## config.mk

```make
export PLATFORM = sky130hd
export DESIGN_NAME = m_axil_cmd
export DESIGN_NICKNAME = d
export VERILOG_FILES = /design/src/rtl/m_axil_cmd.sv
export SDC_FILE = /design/constraint.sdc
export NUM_CORES = 1
export LEC_CHECK = 0
export ABC_AREA = 1
export CAP_MARGIN = 20
export CORE_MARGIN = 2
export CORE_UTILIZATION = 43
export DETAILED_ROUTE_END_ITERATION = 16
export MAX_ROUTING_LAYER = met4
export PLACE_DENSITY = 0.88
export SYNTH_ARGS = -nofsm -noshare
export SYNTH_HDL_FRONTEND = slang
export SYNTH_SLANG_ARGS = --single-unit
export TNS_END_PERCENT = 1
```

## constraint.sdc

```tcl
create_clock -name axi_clock -period 3 [get_ports axi_clock]
set_input_delay 0.45 -clock axi_clock [delete_from_list [all_inputs] [get_ports axi_clock]]
set_output_delay 0.45 -clock axi_clock [all_outputs]
set_load 0.01 [all_outputs]
```

## src/rtl/m_axil_cmd.sv

```systemverilog
// Single-outstanding AXI-lite master: turns one command-port request into an
// AXI-lite read or write and returns the result on the response port.
module m_axil_cmd #(
  parameter int DATA_WIDTH = 32,
  parameter int ADDR_WIDTH = 40,
  parameter int STRB_WIDTH = DATA_WIDTH / 8
) (
  input  logic                  axi_clock,
  input  logic                  rst,
  // command port
  input  logic                  cmd_valid,
  output logic                  cmd_ready,
  input  logic                  cmd_write,
  input  logic [ADDR_WIDTH-1:0] cmd_addr,
  input  logic [DATA_WIDTH-1:0] cmd_wdata,
  input  logic [STRB_WIDTH-1:0] cmd_wstrb,
  // response port
  output logic                  rsp_valid,
  input  logic                  rsp_ready,
  output logic                  rsp_write,
  output logic [DATA_WIDTH-1:0] rsp_rdata,
  output logic [1:0]            rsp_resp,
  // AXI-lite master
  output logic [ADDR_WIDTH-1:0] m_axil_awaddr,
  output logic [2:0]            m_axil_awprot,
  output logic                  m_axil_awvalid,
  input  logic                  m_axil_awready,
  output logic [DATA_WIDTH-1:0] m_axil_wdata,
  output logic [STRB_WIDTH-1:0] m_axil_wstrb,
  output logic                  m_axil_wvalid,
  input  logic                  m_axil_wready,
  input  logic [1:0]            m_axil_bresp,
  input  logic                  m_axil_bvalid,
  output logic                  m_axil_bready,
  output logic [ADDR_WIDTH-1:0] m_axil_araddr,
  output logic [2:0]            m_axil_arprot,
  output logic                  m_axil_arvalid,
  input  logic                  m_axil_arready,
  input  logic [DATA_WIDTH-1:0] m_axil_rdata,
  input  logic [1:0]            m_axil_rresp,
  input  logic                  m_axil_rvalid,
  output logic                  m_axil_rready,
  output logic [15:0]           err_count
);

  typedef enum logic [2:0] {IDLE, WR, WR_B, RD_AR, RD_R, RSP} state_t;

  state_t                r_state;
  state_t                w_nextState;
  logic                  r_write;
  logic [ADDR_WIDTH-1:0] r_addr;
  logic [DATA_WIDTH-1:0] r_wdata;
  logic [STRB_WIDTH-1:0] r_wstrb;
  logic                  r_awvalid;
  logic                  r_wvalid;
  logic [DATA_WIDTH-1:0] r_rdata;
  logic [1:0]            r_resp;
  logic [15:0]           r_errCount;
  logic                  w_accept;
  logic                  w_awDone;
  logic                  w_wDone;
  logic                  w_enterRsp;
  logic [1:0]            w_newResp;

  assign cmd_ready = (r_state == IDLE) && !rst;
  assign w_accept  = cmd_valid && cmd_ready;
  // A channel counts as done if it already handshook or is handshaking now
  assign w_awDone  = !r_awvalid || m_axil_awready;
  assign w_wDone   = !r_wvalid || m_axil_wready;

  assign m_axil_awaddr  = r_addr;
  assign m_axil_awprot  = 3'b000;
  assign m_axil_awvalid = r_awvalid;
  assign m_axil_wdata   = r_wdata;
  assign m_axil_wstrb   = r_wstrb;
  assign m_axil_wvalid  = r_wvalid;
  assign m_axil_bready  = (r_state == WR_B) && !rst;
  assign m_axil_araddr  = r_addr;
  assign m_axil_arprot  = 3'b000;
  assign m_axil_arvalid = (r_state == RD_AR) && !rst;
  assign m_axil_rready  = (r_state == RD_R) && !rst;

  assign rsp_valid = (r_state == RSP) && !rst;
  assign rsp_write = r_write;
  assign rsp_rdata = r_rdata;
  assign rsp_resp  = r_resp;
  assign err_count = r_errCount;

  always_ff @(posedge axi_clock) begin
    if (rst) r_state <= IDLE;
    else     r_state <= w_nextState;
  end

  always_comb begin
    w_nextState = r_state;
    w_enterRsp  = 1'b0;
    w_newResp   = 2'b00;
    case (r_state)
      IDLE:  if (w_accept) w_nextState = cmd_write ? WR : RD_AR;
      WR:    if (w_awDone && w_wDone) w_nextState = WR_B;
      WR_B:  if (m_axil_bvalid) begin
               w_nextState = RSP;
               w_enterRsp  = 1'b1;
               w_newResp   = m_axil_bresp;
             end
      RD_AR: if (m_axil_arready) w_nextState = RD_R;
      RD_R:  if (m_axil_rvalid) begin
               w_nextState = RSP;
               w_enterRsp  = 1'b1;
               w_newResp   = m_axil_rresp;
             end
      RSP:   if (rsp_ready) w_nextState = IDLE;
      default: w_nextState = IDLE;
    endcase
  end

  // Command capture, per-channel valid retirement and response capture
  always_ff @(posedge axi_clock) begin
    if (rst) begin
      r_write    <= 1'b0;
      r_addr     <= '0;
      r_wdata    <= '0;
      r_wstrb    <= '0;
      r_awvalid  <= 1'b0;
      r_wvalid   <= 1'b0;
      r_rdata    <= '0;
      r_resp     <= 2'b00;
      r_errCount <= 16'd0;
    end else begin
      if (w_accept) begin
        r_write   <= cmd_write;
        r_addr    <= cmd_addr;
        r_wdata   <= cmd_wdata;
        r_wstrb   <= cmd_wstrb;
        r_awvalid <= cmd_write;
        r_wvalid  <= cmd_write;
      end
      if (r_state == WR) begin
        if (r_awvalid && m_axil_awready) r_awvalid <= 1'b0;
        if (r_wvalid && m_axil_wready)   r_wvalid  <= 1'b0;
      end
      if (r_state == RD_R && m_axil_rvalid) r_rdata <= m_axil_rdata;
      else if (r_state == WR_B && m_axil_bvalid) r_rdata <= '0;
      if (w_enterRsp) begin
        r_resp <= w_newResp;
        if (w_newResp != 2'b00 && r_errCount != 16'hFFFF)
          r_errCount <= r_errCount + 16'd1;
      end
    end
  end

endmodule
```

==> qor.yml <==
critical_path:
  crit_path_top_delay_cell: "clkdlybuf4s50_1"
  crit_path_end_kind: "output port"
  worst_setup_path_start_kind: "register"
  crit_type: "reg2out"
  slowest_delay_ns: 0.61
  cp.required_ns: 2.55
  critical_path_arrival_ns: 1.88
  crit_fanout: 8
  path_cells: "nand2_1, nor3_1, clkdlybuf4s50_1"
clock_network:
  cts_hold_buf: 0
  clock_path_buffers: 2
  cts_tree: "done"
  cts_buffers: 17
  clk-insertion-delay-late_ns: 0.41
  cts.clk_slew.worst_paths_ns: 0.05
  postCtsSetupBuffers: 0
  cts_resized: 0
  root_buffer: "clkbuf_16"
  cts_sinks: 132
  htreeDepth: 4
routing:
  viasPerCell: 5.02
  vias: 6006
  wirelength_microns: 18000
  wl_per_cell_microns: 15.1
  drc: 0
  dr.pass1.iters: 4
  ant_nets: 0
  drt_iter0_markers: 472
placed_design:
  place_area_sq_um: 8440
  dp_cells: 1165
  gp_congestion: 0.885
  dpl.hpwl_microns: 12900
  pre_cts_ws_ns: 0.925
  portBuffers: 295
grt:
  antenna_found_initial: 0
  grt_pass1_vias: 5441
  grt_max_degree: 81
  track_usage: 0.248
  grt_overflow: 0
  grt_pass1_wl_microns: 27400
synthesis:
  ys_seq_elements: 132
  ys_types: 30
  synth_area_sq_um: 5770
  ys_seq_area_frac: 0.458
  syn_avg_cell_area_sq_um: 7.46
  yosys_warnings: 0
  syn_inst: 774
cells_and_area:
  layout_commonest_cell: "clkdlybuf4s50_1"
  fin_util: 0.689
  drive_above_1_share: 0.0823
  nets: 1131
  syn2layout_area_growth_pct: 57.4
  final_cell_area_sq_um: 9090
  antenna_cells: 0
  finalNonFillerCells: 1197
  mostFrequentLayoutCells: "clkdlybuf4s50_1 (294), nand2_1 (247), dfxtp_1 (132)"
floorplanning:
  num_rows: 42
  die_area_sq_um: 14400
  die_w_microns: 120
  ios: 302
  start_util: 0.438
  core_sq_um: 13200
  dieHeight_microns: 120
power_and_ir_drop:
  vdd_drop_max_mv: 0.469
  power.total_mw: 6.53
  powerDensity_nw_per_um2: 718
  power.leakage_nw: 3.66
timing:
  fin_crit_sh: 0.776
  worstMarginPinSlew_ns: 0.578
  worst_slack_ns: 0.673
  setup_viol: 0
  fmaxAchievable_mhz: 430
  relSlewSlack: 0.614
  fin_tns_setup_ns: 0
  fin_hold_ws_ns: 0.366
  period_minus_slack_ns: 2.33
  skew_ns: 0.00488
  rsz0062_at_grt: "no"
  maxSlewViolCount: 0
  hold_viol_final: 0
run:
  max-cap-violations: 0
outcome:
  outcome: "complete, no violations"
hold_path:
  hold_class: "in2reg"
==> state kept, by name, summed over array words and instances, names as in the netlist <==
signal	cells
m_axil_awvalid	1
m_axil_araddr	40
m_axil_wstrb	4
rsp_resp	2
err_count	16
m_axil_wvalid	1
r_state	3
rsp_rdata	32
rsp_write	1
m_axil_wdata	32
==> final timing paths <==
kind / end / depth (start not counted) / slack, ns / start
hold reg to reg: rsp_rdata[2] / 2 / 0.46 / rsp_rdata[2]
setup reg to reg: err_count[8] / 9 / 1.14 / err_count[0]
setup / recovery: m_axil_arvalid / 3 / 0.67 / r_state[1]
hold / removal: rsp_write / 2 / 0.37 / rst
==> cells in the mapped netlist <==
master    instances  area (sq um)
nand2_1         247           927
dfxtp_1         132          2640
nand3_1         127           636
buf_4            47           353
a21oi_1          45           225
nor2_1           38           143
inv_1            20          75.1
clkbuf_1         17          63.8
buf_2            13          65.1
nand2_2          13          81.3
a21oi_2          10          87.6
o21ai_0          10          50.1
buf_1             8          30.0
inv_2             7          26.3
nand4_1           6          37.5
buf_6             5          56.3
nor2_2            5          31.3
nand2_4           4          45.0
nor2_4            4          45.0
xor2_1            3          26.3
nand3b_1          2          15.0
nor3_1            2          10.0
xnor2_1           2          17.5
buf_12            1          20.0
conb_1            1          3.75
ha_1              1          12.5
nand3_2           1          10.0
nor2_8            1          20.0
nor3_2            1          10.0
o22ai_1           1          6.26
==> cell type report <==
type / count / area (sq um)
Fill cell: 1040 / 4100
Timing Repair Buffer: 301 / 3020
Sequential cell: 132 / 2640
Multi-Input combinational cell: 529 / 2460
Clock buffer: 24 / 502
Tap cell: 176 / 220
Clock inverter: 8 / 145
Inverter: 27 / 101
==> kinds of logic (layout without fill, tap and decap cells) <==
family / Yosys count / after routing / synth area share
xor gates and xnor gates: 5 / 5 / 0.00759
buffers and inverters: 118 / 360 / 0.119
adders and majority gates: 1 / 1 / 0.00217
and+or+nand+nor: 451 / 451 / 0.348
DFF: 132 / 132 / 0.458
AOI/OAI and AO/OA: 66 / 66 / 0.0640
other: 1 / 6 / 0.000650
==> critical path: cells and delay by family, from the launching register on <==
kind,cells,cell delay (ns)
buffers and inverters,1,0.61
DFF,1,0.53
and+or+nand+nor,2,0.33
==> layer usage <==
| layer | vias up | track usage | wire [microns] |
|---|---|---|---|
| li1 | 2904 | - | - |
| met5 | - | - | 0 |
| met1 | 2828 | 0.280 | 7120 |
| met3 | 36 | 0.0532 | 992 |
| met4 | 0 | 0.104 | 467 |
| met2 | 238 | 0.425 | 9450 |
==> power breakdown <==
part / internal (mW) / total, mW / switching [mW]
Combinational: 1.02 / 1.99 / 0.970
Sequential: 2.05 / 2.28 / 0.234
Clock: 1.50 / 2.26 / 0.756
(Power assumes the default switching activity.)
